===== config.mk =====
export PLATFORM = sky130hd
export DESIGN_NAME = cache_ctrl
export DESIGN_NICKNAME = d
export VERILOG_FILES = /design/src/rtl/cache_ctrl.sv
export SDC_FILE = /design/constraint.sdc
export NUM_CORES = 1
export LEC_CHECK = 0
export ABC_CLOCK_PERIOD_IN_PS = 3500
export BUFFER_PORTS_ARGS = -buffer_cell sky130_fd_sc_hd__buf_2
export CORE_MARGIN = 5
export CORE_UTILIZATION = 56
export DETAILED_ROUTE_END_ITERATION = 10
export PLACE_DENSITY = 0.88
export SLEW_MARGIN = 15
export SYNTH_ARGS = -nofsm -noshare
export SYNTH_HDL_FRONTEND = slang
export SYNTH_SLANG_ARGS = --single-unit

===== constraint.sdc =====
create_clock -name CLOCK_50 -period 3.5 [get_ports CLOCK_50]
set_clock_uncertainty 0.05 [all_clocks]
set_input_delay 0.35 -clock CLOCK_50 [delete_from_list [all_inputs] [get_ports CLOCK_50]]
set_output_delay 0.35 -clock CLOCK_50 [all_outputs]
set_load 0.005 [all_outputs]

===== src/rtl/cache_ctrl.sv =====
// Direct-mapped, write-back, write-allocate cache controller with one word per line.
// A two-process FSM handles lookup, write-back of a dirty victim, refill and completion.
module cache_ctrl #(
   parameter int ADDR_W  = 5,
   parameter int DATA_W  = 8,
   parameter int INDEX_W = 2
) (
   input  logic              CLOCK_50,
   input  logic              reset,
   input  logic              cpu_req,
   input  logic              cpu_we,
   input  logic [ADDR_W-1:0] cpu_addr,
   input  logic [DATA_W-1:0] cpu_wdata,
   output logic              cpu_busy,
   output logic              cpu_done,
   output logic [DATA_W-1:0] cpu_rdata,
   output logic              cpu_hit,
   output logic              mem_req,
   output logic              mem_we,
   output logic [ADDR_W-1:0] mem_addr,
   output logic [DATA_W-1:0] mem_wdata,
   input  logic [DATA_W-1:0] mem_rdata,
   input  logic              mem_ready,
   output logic [7:0]        hit_count,
   output logic [7:0]        miss_count
);
   localparam int TAG_W = ADDR_W - INDEX_W;
   localparam int LINES = 2**INDEX_W;

   typedef enum logic [2:0] {
      S_IDLE, S_COMPARE, S_WRITEBACK, S_ALLOCATE, S_DONE
   } state_t;

   state_t              r_state, w_next;
   logic [ADDR_W-1:0]   r_addr;
   logic [DATA_W-1:0]   r_wdata;
   logic                r_we;
   logic                r_miss;
   logic [LINES-1:0]    r_valid;
   logic [LINES-1:0]    r_dirty;
   logic [TAG_W-1:0]    r_tag  [LINES];
   logic [DATA_W-1:0]   r_data [LINES];
   logic [DATA_W-1:0]   r_rdata;
   logic [7:0]          r_hit_count;
   logic [7:0]          r_miss_count;

   logic [INDEX_W-1:0]  w_idx;
   logic [TAG_W-1:0]    w_tag;
   logic                w_hit;

   assign w_idx = r_addr[INDEX_W-1:0];
   assign w_tag = r_addr[ADDR_W-1:INDEX_W];
   assign w_hit = r_valid[w_idx] && (r_tag[w_idx] == w_tag);

   assign cpu_rdata  = r_rdata;
   assign hit_count  = r_hit_count;
   assign miss_count = r_miss_count;

   // NOTE: every output and w_next gets a default first so no path infers a latch.
   always_comb begin
      w_next    = r_state;
      cpu_busy  = (r_state != S_IDLE);
      cpu_done  = 1'b0;
      cpu_hit   = 1'b0;
      mem_req   = 1'b0;
      mem_we    = 1'b0;
      mem_addr  = '0;
      mem_wdata = '0;
      case (r_state)
         S_IDLE:
            if (cpu_req) w_next = S_COMPARE;
         S_COMPARE:
            if (w_hit)                                w_next = S_DONE;
            else if (r_valid[w_idx] && r_dirty[w_idx]) w_next = S_WRITEBACK;
            else                                      w_next = S_ALLOCATE;
         S_WRITEBACK: begin
            mem_req   = 1'b1;
            mem_we    = 1'b1;
            mem_addr  = {r_tag[w_idx], w_idx};
            mem_wdata = r_data[w_idx];
            if (mem_ready) w_next = S_ALLOCATE;
         end
         S_ALLOCATE: begin
            mem_req  = 1'b1;
            mem_addr = r_addr;
            if (mem_ready) w_next = S_COMPARE;
         end
         S_DONE: begin
            cpu_done = 1'b1;
            cpu_hit  = !r_miss;
            w_next   = S_IDLE;
         end
         default: w_next = S_IDLE;
      endcase
   end

   // NOTE: sequential state uses non-blocking assignments so all registers update together.
   always_ff @(posedge CLOCK_50 or negedge reset) begin
      if (!reset) begin
         r_state      <= S_IDLE;
         r_addr       <= '0;
         r_wdata      <= '0;
         r_we         <= 1'b0;
         r_miss       <= 1'b0;
         r_valid      <= '0;
         r_dirty      <= '0;
         r_rdata      <= '0;
         r_hit_count  <= '0;
         r_miss_count <= '0;
      end else begin
         r_state <= w_next;
         case (r_state)
            S_IDLE:
               if (cpu_req) begin
                  r_addr  <= cpu_addr;
                  r_wdata <= cpu_wdata;
                  r_we    <= cpu_we;
                  r_miss  <= 1'b0;
               end
            S_COMPARE:
               if (!w_hit) r_miss <= 1'b1;
               else if (r_we) begin
                  r_dirty[w_idx] <= 1'b1;
                  r_rdata        <= r_wdata;
               end else r_rdata <= r_data[w_idx];
            S_WRITEBACK:
               if (mem_ready) r_dirty[w_idx] <= 1'b0;
            S_ALLOCATE:
               if (mem_ready) begin
                  r_valid[w_idx] <= 1'b1;
                  r_dirty[w_idx] <= 1'b0;
               end
            S_DONE:
               if (r_miss) r_miss_count <= r_miss_count + 8'd1;
               else        r_hit_count  <= r_hit_count + 8'd1;
            default: ;
         endcase
      end
   end

   // NOTE: line storage has no reset; the cleared valid bits gate every lookup.
   always_ff @(posedge CLOCK_50) begin
      if (r_state == S_COMPARE && w_hit && r_we) begin
         r_data[w_idx] <= r_wdata;
      end else if (r_state == S_ALLOCATE && mem_ready) begin
         r_data[w_idx] <= mem_rdata;
         r_tag[w_idx]  <= w_tag;
      end
   end
endmodule


# Yosys cells after proc, flatten, opt, wreduce, memory -nomap -nowiden
# Memories as Yosys holds them, arrays and structs flattened.
# Index checks and enable logic that the tools add are counted.
# classes
muxes	32
n_addsub	2
n_eq_ne	12
n_reduce_logical	20
bitwise_logic	6
order_cmp	2
# ops
operator	count
$mux 8	3
$add 8x1->8 const B	2
$mux 1	15
$mux 3	4
$mux 4	3
$ne 2x2->1 const B	6
$pmux 3 s4	1
$pmux 5 s2	1
$reduce_and 2->1	5
$or 4x4->4	2
$pmux 4 s2	1
$eq 3x2->1 const B	2
$logic_and 1x1->1	6
$reduce_and 3->1	2
$and 4x4->4	1
$bmux 1 s2	2
$not 4->4	1
$reduce_and 4->1	1
$reduce_bool 2->1	2
$eq 3x1->1 const B	1
$eq 3x3->1	1
$eq 3x3->1 const B	1
$logic_not 3->1	1
$lt 2x3->1 const B	1
other kinds (9)	9
# word_totals
inputBits	26
mem_count	2
ramBits	44
reg_bits	50
elab_cells	86
# memory_table
name	words	width	read_ports	rd_clocked_by_memory_dff	wr	line	text
r_data	4	8	1	0	1	42	logic [DATA_W-1:0] r_data [LINES];
r_tag	4	3	1	0	1	41	logic [TAG_W-1:0] r_tag [LINES];

# Longest topological paths before layout
# Gate-level depths: netlist of run 1.
# depth
depth_word	8
mapped_depth	7

# Worst setup path before layout of run 1
# No wires, ideal clock.
# synth_timing
path_type	reg-to-reg
from	register r_addr[0]
to	memory r_data[3][0], enable pin
setup_ns	0.376
path_stages_with_launch	7
t_arrival_ns	2.047
required_time_ns	3.074
period_less_slack_ns	2.473
setup_slack_ns	1.027
path_cell_list	dfrtp_1 > buf_6 > mux4_2 > xnor2_1 > nand4b_4 > buf_6 > o22ai_1
# synth_via
elab_chain_cells	8
elab_cells_between_ends	12
cone_classes	eq/ne (1); mux (6); bitwise (1); reduce/logical (3); memory (1)
# synth_rtl
element	line	text
start, declared	35	logic [ADDR_W-1:0] r_addr;
start signal, assigned	115	r_addr <= cpu_addr;
$mem_v2 4x3 or $bmux 1 s2 (tied branches)	-	
$eq 3x3->1 or $mux 1 (tied branches)	53	assign w_hit = r_valid[w_idx] && (r_tag[w_idx] == w_tag);
$logic_and 1x1->1	53	
$logic_and 1x1->1 (2 in a row)	143	if (r_state == S_COMPARE && w_hit && r_we) begin
$mux 1	143	
$mux 1 (on tied branches)	144, 146	
$or 1x1->1 (no line)	-	
end, declared	42	
# Parallel ways exist; a longest one is shown, timed or not. The select of a mux whose other input is x is not followed.

# Worst setup path after layout of run 1
# layout_timing
from	register r_addr[0]
to	memory r_data[1][4], enable pin
# Same word-level chain as after synthesis.

==> results of run 1 <==
==> stage by stage <==
stage                     cell area (sq um)  setup slack [ns]  hold WS (ns)  cells
after floorplan                        4185             1.027      0.004409    273
after global placement                 4649            0.9482        0.2899    435
after detailed placement               4649            0.8074        0.2946    435
after CTS                              4867            0.7872        0.1511    452
after global routing                   4867            0.6508        0.1474    452
final                                  4867            0.8057        0.1652    452
==> logic make-up after synthesis <==
| logic type | Yosys count | share of synthesized area, % |
|---|---|---|
| AO/OA/AOI/OAI | 21 | 3.558 |
| XOR/XNOR | 17 | 3.916 |
| adder cells (fa/ha/maj) | 2 | 0.5978 |
| buffers and inverters | 23 | 2.481 |
| flip-flops | 94 | 61.46 |
| multiplexers | 56 | 19.10 |
| AND/OR/NAND/NOR | 60 | 8.879 |
==> state kept, by name (all words and copies together) (netlist names), named ones only <==
signal and count:
cpu_rdata 8, r_state 3, r_addr 5, r_valid 4, r_we 1, r_miss 1, r_wdata 8, hit_count 8
miss_count 8, r_data 32, r_tag 12
==> cell usage after synthesis (all sizes together) <==
cell type  instances  area share [%]
o22ai              1            0.15
a221oi             4            0.84
nand4b             1            0.57
a21oi              5            0.60
o2bb2ai            1            0.21
and3               5            0.75
nor4b              1            0.36
and4               2            0.42
mux4              13             7.2
nand2              9            0.81
nor3b              2            0.36
a21o               1            0.18
or2                5            0.75
nor2               7            0.63
nand3              5            0.60
a41oi              1            0.21
nand2b             1            0.15
o21ai              1            0.12
dfrtp             50              30
and3b              1            0.21
a211oi             1            0.18
edfxtp            44              32
nor2b              2            0.30
nand4              5            0.75
inv                9            0.81
and4bb             1            0.30
clkbuf            10            0.90
o31a               1            0.21
xnor2             13             3.1
or3                1            0.15
buf                4            0.78
o21bai             4            0.72
and2              10             1.5
mux2              40              11
ha                 2            0.60
mux2i              3            0.72
nor3               1            0.12
a31oi              1            0.15
xor2               4            0.84
nand3b             1            0.18
==> routing by layer <==
metal	up-vias	GRT usage [%]	share of wire, %
li1	1169	-	-
met1	1293	25.18	40
met2	98	34.48	52
met3	14	3.408	5.8
met4	0	8.411	1.9
met5	-	0	0
==> repair_timing <==
action | in CTS | in global routing
hold buffers | 1 | 0
endpoints found under the hold margin | 21 | 0
endpoints found under the setup margin | 0 | 0
==> cells in the final DEF, fill, tap and decap left out, types with 5 or more instances in the layout <==
cell,instances
sky130_fd_sc_hd__a21oi_1,5
sky130_fd_sc_hd__and2_1,10
sky130_fd_sc_hd__and3_1,5
sky130_fd_sc_hd__buf_2,67
sky130_fd_sc_hd__buf_4,10
sky130_fd_sc_hd__clkbuf_8,10
sky130_fd_sc_hd__dfrtp_1,50
sky130_fd_sc_hd__edfxtp_1,44
sky130_fd_sc_hd__inv_1,9
sky130_fd_sc_hd__mux2_2,35
sky130_fd_sc_hd__mux2_4,5
sky130_fd_sc_hd__mux4_2,11
sky130_fd_sc_hd__nand2_1,9
sky130_fd_sc_hd__nand3_1,5
sky130_fd_sc_hd__nand4_1,5
sky130_fd_sc_hd__nor2_1,7
sky130_fd_sc_hd__xnor2_1,11
==> power by group <==
group          leakage (nW)  internal (mW)  switching (mW)
combinational         0.983          0.769           0.703
sequential             1.03           1.52           0.255
clock                 0.102          0.359           0.388
==> final cells by class <==
type	count	area share (%)
inverter	9	0.6941
clock buffer	11	2.905
tap	99	2.545
timing repair buffer	78	8.638
clock inverter	5	1.362
sequential	94	52.85
multi-input combinational	156	31.00
==> path summary, 6_finish.rpt <==
kind                                   start           end  cells after the start
worst max-delay path               r_addr[0]  r_data[1][4]                      5
worst min-delay path            cpu_wdata[0]    r_wdata[0]                      2
worst max register to register     r_addr[0]  r_data[1][4]                      5
worst min register to register    r_valid[3]    r_valid[3]                      1
max in group asynchronous              reset     r_addr[3]                      3
min in group asynchronous              reset  hit_count[3]                      2
==> critical path, cell delays in order (launching register included) <==
cell and delay, ns:
sky130_fd_sc_hd__dfrtp_1 0.48, sky130_fd_sc_hd__mux4_2 0.57, sky130_fd_sc_hd__xnor2_1 0.37, sky130_fd_sc_hd__nand4b_4 0.31
sky130_fd_sc_hd__o21bai_1 0.42, sky130_fd_sc_hd__buf_4 0.22
==> results.rst, run 1 <==
.. list-table::
   :header-rows: 1

   * - Metric
     - Value
   * - Status
     - completed
   * - Count of port buffers added during placement
     - 67
   * - Clock transition at the registers of the reported paths
     - 0.09 ns
   * - Number of gates resized after CTS
     - 0
   * - First-pass GRT wire length
     - 13580 microns
   * - RSZ-0062 raised after global routing
     - false
   * - Layout fillers
     - 525
   * - Global router's overall resource usage
     - 20.06%
   * - Final clock period utilization by the worst path
     - 76.98%
   * - Number of violations of the max-capacitance limit
     - 0
   * - Number of buffers inserted during clock tree synthesis
     - 9
   * - Arrival time worst endpoint
     - 2.72 ns
   * - Routed WL
     - 8536 microns
   * - Sinks on Clock Net
     - 94
   * - X dimension of the die
     - 96.45 microns
   * - Number of warnings issued by yosys
     - 0
   * - Starting Density
     - 57.70%
   * - Number of DRC markers after the initial detailed-route iteration
     - 117
   * - Setup tns final
     - 0 ns
   * - FMAX
     - 371.2 MHz
   * - Critical path class
     - flop to flop
   * - Type of the most critical hold path
     - primary input to flop
   * - Overflow after GRT
     - 0
   * - Number of antenna violations at the first check in global routing
     - 0
   * - Number of cell rows
     - 31
   * - Least-Margin Pin Slew
     - 0.8161 ns
   * - Max-slew headroom at the worst pin
     - 45.17%
   * - Number of global-route vias before repair
     - 2658
   * - First drt pass iteration count
     - 4
   * - Worst skew pair latency
     - 0.36 ns
   * - Core region area
     - 0.007253 sq mm
   * - Final Total Pwr
     - 3.998 mW
   * - Routed length per instance
     - 18.88 microns
   * - Post-Synthesis Net Count
     - 301
   * - Largest net degree at the start of global routing
     - 30
   * - Worst-path maximum fanout
     - 9
   * - Post-synthesis instance area
     - 0.004185 sq mm
   * - Number of setup violations in the final report
     - 0
   * - Critical Path Sink Type
     - flop
   * - Die Outline Area
     - 0.009303 sq mm
   * - Max-slew violation count
     - 0
   * - Minimum period implied by the final worst setup slack
     - 2.694 ns
   * - Sequential cell area
     - 0.002572 sq mm
   * - CTS tree
     - yes
   * - Root buffer cell
     - sky130_fd_sc_hd__clkbuf_8
   * - Reg-to-reg slack, setup
     - 0.81 ns
   * - Kind of start point of the critical path
     - flop
   * - Mean area per synthesized cell
     - 15.33 sq um
   * - Number of vias per cell
     - 5.695
   * - Number of buffers on the longest clock path
     - 2
   * - Number of synthesized register bits
     - 94
   * - Post-synthesis sequential area ratio
     - 61.46%
   * - Routability cong.
     - 0.8425
   * - ANT cells
     - 0
   * - Static leakage power
     - 2.113 nW
   * - Number of nets in the layout
     - 376
   * - Post-synthesis cell count
     - 273
   * - Detailed-route via count
     - 2574
   * - H-tree depth
     - 3
   * - Critical path data required time
     - 3.53 ns
   * - Number of top-level design ports
     - 68
   * - Peak ir drop on the vdd network
     - 0.4347 mV
   * - Remaining antenna violation count after routing
     - 0
   * - Syn-to-layout area delta
     - 16.29%
   * - Power Density
     - 821.4 mW/mm^2
   * - Die Y-Extent
     - 96.45 microns
   * - Unique masters post-synth
     - 45
   * - Area taken by multi-input logic gates
     - 0.001509 sq mm
   * - Share of final-layout standard cells stronger than drive strength 1
     - 42.78%
   * - Count of buffers added by post-CTS timing repair for setup
     - 0
   * - Number of failing hold endpoints at the final stage
     - 0
   * - Residual DRC
     - 0
   * - Core occupancy in the finished layout
     - 67.10%
   * - Sum of net half-perimeters after detailed placement
     - 6032 microns
Note: power is estimated with default switching activity, not from simulation.
==> run 2: changes to the inputs <==
--- a/config.mk
+++ b/config.mk
@@ -5,7 +5,8 @@
 export SDC_FILE = /design/constraint.sdc
 export NUM_CORES = 1
 export LEC_CHECK = 0
-export ABC_CLOCK_PERIOD_IN_PS = 3500
+export ABC_AREA = 1
+export ABC_CLOCK_PERIOD_IN_PS = 2650
 export BUFFER_PORTS_ARGS = -buffer_cell sky130_fd_sc_hd__buf_2
 export CORE_MARGIN = 5
 export CORE_UTILIZATION = 56
==> constraint.sdc (replaced) <==
create_clock -name CLOCK_50 -period 2.65 [get_ports CLOCK_50]
set_clock_uncertainty 0.05 [all_clocks]
set_input_delay 0.265 -clock CLOCK_50 [delete_from_list [all_inputs] [get_ports CLOCK_50]]
set_output_delay 0.265 -clock CLOCK_50 [all_outputs]
set_load 0.005 [all_outputs]
==> run 2 against run 1 <==
Routed wire length grew 9.5%. Via count grew 27%. Clock-buffer cell count shrank 2. Cell area shrank 0.41%. Sequential cell count is the same. Critical endpoint is now mem_wdata[7]. Largest power group unchanged. Highest routed layer unchanged.
==> results.rst, run 2 <==
.. list-table::
   :header-rows: 1

   * - Metric
     - Value
   * - Critical-path top delay cell
     - sky130_fd_sc_hd__dfrtp_1 (was sky130_fd_sc_hd__mux4_2)
   * - Peak ir drop on the vdd network
     - 0.6440 mV (was 0.4347 mV)
   * - Arrival time worst endpoint
     - 2.18 ns (was 2.72 ns)
   * - Post-synthesis sequential area ratio
     - 62.53% (was 61.46%)
   * - Type of the most critical hold path
     - primary input to flop (unchanged)
   * - Layout fillers
     - 554 (was 525)
   * - Unique masters post-synth
     - 26 (was 45)
   * - Number of antenna violations at the first check in global routing
     - 0 (unchanged)
   * - Final clock period utilization by the worst path
     - 94.04%
   * - Number of DRC markers after the initial detailed-route iteration
     - 251 (was 117)
   * - CTS tree
     - yes (unchanged)
   * - Placement Cell Area
     - 0.004594 sq mm (was 0.004649 sq mm)
   * - Hold WS
     - 0.04320 ns (was 0.1652 ns)
   * - Switching power of the nets
     - 2.177 mW (was 1.346 mW)
   * - Starting Density
     - 57.02% (was 57.70%)
   * - Least-Margin Pin Slew
     - 0.5322 ns (was 0.8161 ns)
   * - Post-synthesis cell count
     - 417 (was 273)
   * - Root buffer cell
     - sky130_fd_sc_hd__clkbuf_8 (unchanged)
   * - Flop pwr share
     - 41.7% (was 44.5%)
   * - Critical Path Sink Type
     - primary output (was flop)
   * - Share of final-layout standard cells stronger than drive strength 1
     - 22.55% (was 42.78%)
   * - Most numerous cell on the critical path
     - sky130_fd_sc_hd__nor2_2
   * - Overflow after GRT
     - 0 (unchanged)
   * - Status
     - completed (unchanged)
   * - Number of warnings issued by yosys
     - 0 (unchanged)
   * - Post-synthesis share of cell area spent on full adders, half adders and majority gates
     - 0.6083% (was 0.5979%)
   * - Max-slew violation count
     - 0 (unchanged)
   * - Number of vias per cell
     - 5.443 (was 5.695)
   * - Number of cells after detailed placement
     - 583 (was 435)
   * - Critical path data required time
     - 2.34 ns (was 3.53 ns)
   * - Complex-gate fraction of the synthesized area
     - 9.094% (was 3.558%)
   * - Synth async-reset ratio
     - 53.19% (unchanged)
   * - Slowest cell delay on critical path
     - 0.44 ns (was 0.57 ns)
   * - Number of violations of the max-capacitance limit
     - 0 (unchanged)
   * - Routability cong.
     - 0.9073 (was 0.8425)
   * - Clock share of power
     - 20.4% (was 18.7%)
   * - Post-route cell area
     - 0.004847 sq mm (was 0.004867 sq mm)
   * - Portion of synthesized cell area occupied by the leading cell type
     - 32.12% (was 31.57%)
   * - Non-filler cells in the finished layout
     - 600 (was 452)
   * - Static leakage power
     - 2.293 nW (was 2.113 nW)
   * - Net switching share of the total power
     - 40.42% (was 33.67%)
   * - Fraction of synthesized cell area in xor and xnor cells
     - 2.981% (was 3.916%)
   * - Setup tns final
     - 0 ns (unchanged)
   * - Number of setup violations in the final report
     - 0 (unchanged)
   * - Internal power of the cells
     - 3.210 mW (was 2.652 mW)
   * - Number of enable flip-flop cells after synthesis
     - 44 (unchanged)
   * - Simple-gate share of the synthesized area
     - 19.83% (was 8.879%)
   * - FMAX
     - 401.3 MHz
   * - Routed length per instance
     - 15.59 microns (was 18.88 microns)
   * - Max-slew headroom at the worst pin
     - 64.48% (was 45.17%)
   * - Routed WL
     - 9351 microns (was 8536 microns)
   * - Count of port buffers added during placement
     - 67 (unchanged)
   * - Biggest area consumer among synthesized cells
     - sky130_fd_sc_hd__edfxtp_1 (unchanged)
   * - Die Outline Area
     - 0.009160 sq mm (was 0.009303 sq mm)
   * - Combinational family with the most area after synthesis
     - simple AND/OR/NAND/NOR gates (was multiplexers)
   * - Post-Synthesis Net Count
     - 445 (was 301)
   * - ANT cells
     - 0 (unchanged)
   * - Minimum period implied by the final worst setup slack
     - 2.492 ns
   * - Count of buffers added by post-CTS timing repair for setup
     - 0 (unchanged)
   * - Number of buffers inserted during clock tree synthesis
     - 9 (unchanged)
   * - H-tree depth
     - 3 (unchanged)
   * - Post-synthesis instance area
     - 0.004114 sq mm (was 0.004185 sq mm)
   * - Number of buffers on the longest clock path
     - 2 (unchanged)
   * - Number of failing hold endpoints at the final stage
     - 0 (unchanged)
   * - Number of cell rows
     - 31 (unchanged)
   * - First-pass GRT wire length
     - 14980 microns (was 13580 microns)
   * - Final Total Pwr
     - 5.387 mW (was 3.998 mW)
   * - Mean area per synthesized cell
     - 9.866 sq um (was 15.33 sq um)
   * - Syn-to-layout area delta
     - 17.82% (was 16.29%)
   * - PnR worst setup slack
     - 0.1580 ns (was 0.8057 ns)
   * - Number of nets in the layout
     - 524 (was 376)
   * - Flip-flop count of the largest register after layout
     - 32 (unchanged)
   * - Largest net degree at the start of global routing
     - 28 (was 30)
   * - RSZ-0062 raised after global routing
     - false (unchanged)
   * - Top cell types by occurrence after synthesis
     - sky130_fd_sc_hd__nand2_1, sky130_fd_sc_hd__dfrtp_1, sky130_fd_sc_hd__edfxtp_1 (was sky130_fd_sc_hd__dfrtp_1, sky130_fd_sc_hd__edfxtp_1, sky130_fd_sc_hd__mux2_2)
   * - Register bank with the most flops
     - r_data (unchanged)
   * - Detailed-route via count
     - 3266 (was 2574)
   * - Worst setup slack before clock tree synthesis
     - 0.4456 ns (was 0.8074 ns)
   * - Core occupancy in the finished layout
     - 67.19% (was 67.10%)
   * - Commonest non-fill, non-tap cell in the layout
     - sky130_fd_sc_hd__nand2_1 (was sky130_fd_sc_hd__buf_2)
   * - Registers with the most flip-flops
     - r_data (32), r_tag (12) (unchanged)
   * - Number of global-route vias before repair
     - 3137 (was 2658)
   * - Sum of net half-perimeters after detailed placement
     - 6931 microns (was 6032 microns)
   * - Worst skew pair latency
     - 0.37 ns (was 0.36 ns)
   * - Core region area
     - 0.007214 sq mm (was 0.007253 sq mm)
   * - Top_reg_cell synth
     - sky130_fd_sc_hd__dfrtp_1 (unchanged)
   * - Most repeated cell in the gate-level netlist after synthesis
     - sky130_fd_sc_hd__nand2_1 (was sky130_fd_sc_hd__dfrtp_1)
   * - Main area contributors after synthesis
     - sky130_fd_sc_hd__edfxtp_1, sky130_fd_sc_hd__dfrtp_1, sky130_fd_sc_hd__nand2_1, sky130_fd_sc_hd__o21ai_0, sky130_fd_sc_hd__nand3_1 (was sky130_fd_sc_hd__edfxtp_1, sky130_fd_sc_hd__dfrtp_1, sky130_fd_sc_hd__mux2_2, sky130_fd_sc_hd__mux4_2, sky130_fd_sc_hd__xnor2_1)
   * - Number of top-level design ports
     - 68 (unchanged)
   * - Critical path class
     - flop to primary output (was flop to flop)
   * - Global router's overall resource usage
     - 21.58% (was 20.06%)
   * - Combinational cell fraction of total power
     - 37.8% (was 36.8%)
   * - Cell breakdown of the critical path
     - nor2_2 > inv_1 > nor2_2 > clkinvlp_4 > a31oi_1 > buf_2 (was mux4_2 > xnor2_1 > nand4b_4 > o21bai_1 > buf_4)
   * - Worst-path maximum fanout
     - 9 (unchanged)
   * - X dimension of the die
     - 95.71 microns (was 96.45 microns)
   * - Number of synthesized register bits
     - 94 (unchanged)
   * - Clock transition at the registers of the reported paths
     - 0.11 ns (was 0.09 ns)
   * - Power Density
     - 1111 mW/mm^2 (was 821.4 mW/mm^2)
   * - First drt pass iteration count
     - 5 (was 4)
   * - Residual DRC
     - 0 (unchanged)
   * - Kind of start point of the critical path
     - flop (unchanged)
   * - Sinks on Clock Net
     - 94 (unchanged)
   * - Commonest cells after routing, fill and taps aside
     - sky130_fd_sc_hd__nand2_1, sky130_fd_sc_hd__buf_2, sky130_fd_sc_hd__dfrtp_1 (was sky130_fd_sc_hd__buf_2, sky130_fd_sc_hd__dfrtp_1, sky130_fd_sc_hd__edfxtp_1)
   * - Remaining antenna violation count after routing
     - 0 (unchanged)
   * - Mux cell area share after synthesis
     - 0.5474% (was 19.10%)
   * - Die Y-Extent
     - 95.71 microns (was 96.45 microns)
[run 2: power by group through the flow]
stage / Combinational, mW / Sequential, mW / Clock (mW)
2_1_floorplan: 1.40 / 2.20 / 0
3_3_place_gp: 1.93 / 2.26 / 0
3_5_place_dp: 2.00 / 2.27 / 0
4_1_cts: 2.02 / 2.24 / 1.11
5_1_grt: 2.31 / 2.29 / 1.17
6_report: 2.04 / 2.25 / 1.10
[run 2: final cells by class]
class | instances | area (sq um) | area share (%)
clock buffer | 9 | 123.9 | 2.556
clock inverter | 7 | 115.1 | 2.375
inverter | 32 | 123.9 | 2.556
multi-input combinational | 280 | 1360 | 28.06
sequential | 94 | 2572 | 53.07
tap | 99 | 123.9 | 2.556
timing repair buffer | 79 | 427.9 | 8.828
[run 2: timing repair]
| action | in CTS | in global routing |
|---|---|---|
| setup endpoints to repair | 0 | 3 |
| hold endpoints to repair | 50 | 0 |
| hold buffers | 1 | 0 |
| gates resized for setup | 0 | 1 |
[run 2: cell families after synthesis]
group           count (synthesis)
compound gates                 68
xor+xnor                       14
fa+ha+maj                       2
buf+inv                        43
flops                          94
mux                             2
simple gates                  194
[run 2: final timing paths]
kind / end / slack (ns) / from / cells past startpoint
min in group asynchronous: hit_count[7] / 0.20 / reset / 2
hold / removal: r_wdata[5] / 0.04 / cpu_wdata[5] / 3
max in group asynchronous: r_state[2] / 1.80 / reset / 3
setup reg to reg: r_data[2][0] / 0.42 / r_addr[0] / 11
hold reg to reg: hit_count[7] / 0.43 / hit_count[7] / 1
setup / recovery: mem_wdata[7] / 0.16 / r_state[2] / 6
[run 2: critical path, delay by kind of cell (launching register included)]
family	cells	cell delay, ns
flops	1	0.44
simple gates	2	0.49
buf+inv	3	0.61
compound gates	1	0.27
[run 2: routing by layer]
metal / routed length [microns] / global-route usage [%] / up-vias
li1: - / - / 1550
met1: 4041 / 30.00 / 1544
met2: 4290 / 32.77 / 153
met3: 828 / 6.177 / 19
met4: 191 / 7.227 / 0
met5: 0 / 0 / -
==> run 3: changes to the inputs <==
--- a/config.mk
+++ b/config.mk
@@ -9,9 +9,11 @@
 export ABC_CLOCK_PERIOD_IN_PS = 2650
 export BUFFER_PORTS_ARGS = -buffer_cell sky130_fd_sc_hd__buf_2
 export CORE_MARGIN = 5
-export CORE_UTILIZATION = 56
+export CORE_UTILIZATION = 50
+export CTS_CLUSTER_DIAMETER = 50
 export DETAILED_ROUTE_END_ITERATION = 10
-export PLACE_DENSITY = 0.88
+export PLACE_DENSITY = 0.81
+export REMOVE_ABC_BUFFERS = 1
 export SLEW_MARGIN = 15
 export SYNTH_ARGS = -nofsm -noshare
 export SYNTH_HDL_FRONTEND = slang
==> run 3 against run 2 <==
Cell area is 0.65% lower. Utilization is 8.0 points lower. Worst hold slack better by 0.020 ns. Via count is 1.7% lower. First-iteration DRC count is 33% lower. Clock power is 13% lower. Non-clock buffer count is 1 lower. Routed wire length is 0.92% higher. Largest power group unchanged.
==> results.rst, run 3 (synthesis results as in run 2) <==
.. list-table::
   :header-rows: 1

   * - Metric
     - Value
   * - Arrival time worst endpoint
     - 2.12 ns (was 2.18 ns)
   * - Final Total Pwr
     - 5.241 mW (was 5.387 mW)
   * - Starting Density
     - 50.58% (was 57.02%)
   * - Max-slew headroom at the worst pin
     - 59.41% (was 64.48%)
   * - Number of setup violations in the final report
     - 0 (unchanged)
   * - Critical path data required time
     - 2.34 ns (about the same)
   * - FMAX
     - 411.0 MHz (was 401.3 MHz)
   * - Routed length per instance
     - 15.57 microns (was 15.59 microns)
   * - Status
     - completed (unchanged)
   * - H-tree depth
     - 3 (unchanged)
   * - Flop pwr share
     - 42.8% (was 41.7%)
   * - Clock share of power
     - 18.2% (was 20.4%)
   * - Residual DRC
     - 0 (unchanged)
   * - Count of buffers added by post-CTS timing repair for setup
     - 0 (unchanged)
   * - Worst skew pair latency
     - 0.35 ns (was 0.37 ns)
   * - Peak ir drop on the vdd network
     - 0.4968 mV (was 0.6440 mV)
   * - Syn-to-layout area delta
     - 17.06% (was 17.82%)
   * - Setup tns final
     - 0 ns (unchanged)
   * - Critical path class
     - flop to primary output (unchanged)
   * - Kind of start point of the critical path
     - flop (unchanged)
   * - Number of antenna violations at the first check in global routing
     - 0 (unchanged)
   * - End of the worst register-to-register path
     - r_data[3][6] (was r_data[2][0])
   * - ANT cells
     - 0 (unchanged)
   * - Number of violations of the max-capacitance limit
     - 0 (unchanged)
   * - First drt pass iteration count
     - 5 (unchanged)
   * - Max-slew violation count
     - 0 (unchanged)
   * - Static leakage power
     - 2.273 nW (was 2.293 nW)
   * - Combinational cell fraction of total power
     - 39.1% (was 37.8%)
   * - Sinks on Clock Net
     - 94 (unchanged)
   * - Register bank with the most flops
     - r_data (unchanged)
   * - PnR worst setup slack
     - 0.2168 ns (was 0.1580 ns)
   * - Internal power of the cells
     - 3.101 mW (was 3.210 mW)
   * - Routability cong.
     - 0.8142 (was 0.9073)
   * - Core region area
     - 0.008134 sq mm (was 0.007214 sq mm)
   * - Number of cells on the worst reg-to-reg path
     - 9 (was 11)
   * - Registers with the most flip-flops
     - r_data (32), r_tag (12) (unchanged)
   * - HP Start
     - cpu_wdata[7] (was cpu_wdata[5])
   * - Number of DRC markers after the initial detailed-route iteration
     - 169 (was 251)
   * - Number of buffers inserted during clock tree synthesis
     - 9 (unchanged)
   * - Commonest cells after routing, fill and taps aside
     - sky130_fd_sc_hd__nand2_1, sky130_fd_sc_hd__buf_2, sky130_fd_sc_hd__dfrtp_1 (unchanged)
   * - Number of failing hold endpoints at the final stage
     - 0 (unchanged)
   * - Critical Path Sink Type
     - primary output (unchanged)
   * - Least-Margin Pin Slew
     - 0.6082 ns (was 0.5322 ns)
   * - Routed WL
     - 9437 microns (was 9351 microns)
   * - Count of port buffers added during placement
     - 67 (unchanged)
   * - Die Outline Area
     - 0.01014 sq mm (was 0.009160 sq mm)
   * - Clock transition at the registers of the reported paths
     - 0.10 ns (was 0.11 ns)
   * - Number of vias per cell
     - 5.295 (was 5.443)
   * - Final clock period utilization by the worst path
     - 91.82% (was 94.04%)
   * - Worst-path maximum fanout
     - 8 (was 9)
   * - Type of the most critical hold path
     - primary input to flop (unchanged)
   * - Layout fillers
     - 708 (was 554)
   * - Share of final-layout standard cells stronger than drive strength 1
     - 22.36% (was 22.55%)
   * - Global router's overall resource usage
     - 18.94% (was 21.58%)
   * - RSZ-0062 raised after global routing
     - false (unchanged)
   * - Worst setup slack before clock tree synthesis
     - 0.4139 ns (was 0.4456 ns)
   * - CTS tree
     - yes (unchanged)
   * - Reg-to-reg slack, setup
     - 0.38 ns (was 0.42 ns)
   * - X dimension of the die
     - 100.7 microns (was 95.71 microns)
   * - Number of cell rows
     - 33 (was 31)
   * - Largest net degree at the start of global routing
     - 28 (unchanged)
   * - Number of nets in the layout
     - 524 (unchanged)
   * - Overflow after GRT
     - 0 (unchanged)
   * - Minimum period implied by the final worst setup slack
     - 2.433 ns (was 2.492 ns)
   * - Power Density
     - 1088 mW/mm^2 (was 1111 mW/mm^2)
   * - Detailed-route via count
     - 3209 (was 3266)
   * - Number of buffers on the longest clock path
     - 2 (unchanged)
   * - Cell count of the worst hold path
     - 3 (unchanged)
   * - Remaining antenna violation count after routing
     - 0 (unchanged)
   * - Number of global-route vias before repair
     - 3203 (was 3137)
   * - Net switching share of the total power
     - 40.82% (was 40.42%)
   * - Commonest non-fill, non-tap cell in the layout
     - sky130_fd_sc_hd__nand2_1 (unchanged)
   * - Root buffer cell
     - sky130_fd_sc_hd__clkbuf_8 (unchanged)
   * - Startpoint of the lowest-slack register-to-register path
     - r_addr[0] (unchanged)
   * - Flip-flop count of the largest register after layout
     - 32 (unchanged)
   * - Worst Hold Endpoint
     - r_wdata[7] (was r_wdata[5])
   * - Switching power of the nets
     - 2.140 mW (was 2.177 mW)
   * - Number of top-level design ports
     - 68 (unchanged)
   * - Die Y-Extent
     - 100.7 microns (was 95.71 microns)
   * - Core occupancy in the finished layout
     - 59.21% (was 67.19%)
   * - Hold WS
     - 0.06357 ns (was 0.04320 ns)
   * - First-pass GRT wire length
     - 15040 microns (was 14980 microns)
   * - Sum of net half-perimeters after detailed placement
     - 6660 microns (was 6931 microns)
run 3: area by class of cell:
class / count / area (sq um) / area share [%]
repair buffers: 78 / 420.4 / 8.730
flip-flops and latches: 94 / 2572 / 53.42
multi-input cells: 280 / 1365 / 28.35
repair inverters: 1 / 5.005 / 0.1039
inverters: 32 / 123.9 / 2.572
clock inverters: 6 / 70.07 / 1.455
clock buffers: 10 / 127.6 / 2.650
well taps: 105 / 131.4 / 2.728
run 3: power by group through the flow:
stage          registers [mW]  logic, mW  clock network (mW)
6_report                 2.24       2.05               0.953
2_1_floorplan            2.21       1.31                   0
4_1_cts                  2.24       2.03               0.969
3_5_place_dp             2.27       2.02                   0
3_3_place_gp             2.25       1.95                   0
5_1_grt                  2.28       2.31                1.03
run 3: repair_timing:
| item | in CTS | in global routing |
|---|---|---|
| hold endpoints to repair | 23 | 0 |
| gates resized for setup | 0 | 2 |
| hold buffers | 1 | 0 |
| setup endpoints to repair | 0 | 6 |
run 3: stage by stage:
stage / area (sq um) / std cells
2_1_floorplan: 4053 / 406
3_3_place_gp: 4594 / 588
3_5_place_dp: 4594 / 588
4_1_cts: 4802 / 605
5_1_grt: 4816 / 606
6_report: 4816 / 606
run 3: worst max-delay path, stage by stage (launching register included):
cell and delay, ns:
sky130_fd_sc_hd__dfrtp_1 0.44, sky130_fd_sc_hd__nor2_2 0.21, sky130_fd_sc_hd__inv_1 0.21, sky130_fd_sc_hd__nor2_4 0.24, sky130_fd_sc_hd__clkinvlp_2 0.28, sky130_fd_sc_hd__a31oi_1 0.24, sky130_fd_sc_hd__buf_2 0.14
run 3: how the worst max path moves through the flow:
stage / startpoint / end / cells after the start
after floorplan: r_state[2] / r_data[0][0] / 5
after global placement: r_addr[0] / r_data[1][5] / 9
after detailed placement: r_addr[0] / r_data[0][5] / 9
after CTS: r_state[2] / mem_wdata[6] / 6
after global routing: r_addr[0] / r_data[0][6] / 9
final: r_state[2] / mem_wdata[7] / 6
run 3: layer usage:
| layer | global-route usage (%) | routed length [microns] | vias up |
|---|---|---|---|
| met4 | 6.218 | 109 | 0 |
| met2 | 31.04 | 4454 | 127 |
| li1 | - | - | 1547 |
| met3 | 3.806 | 665 | 13 |
| met5 | 0 | 0 | - |
| met1 | 25.28 | 4207 | 1522 |
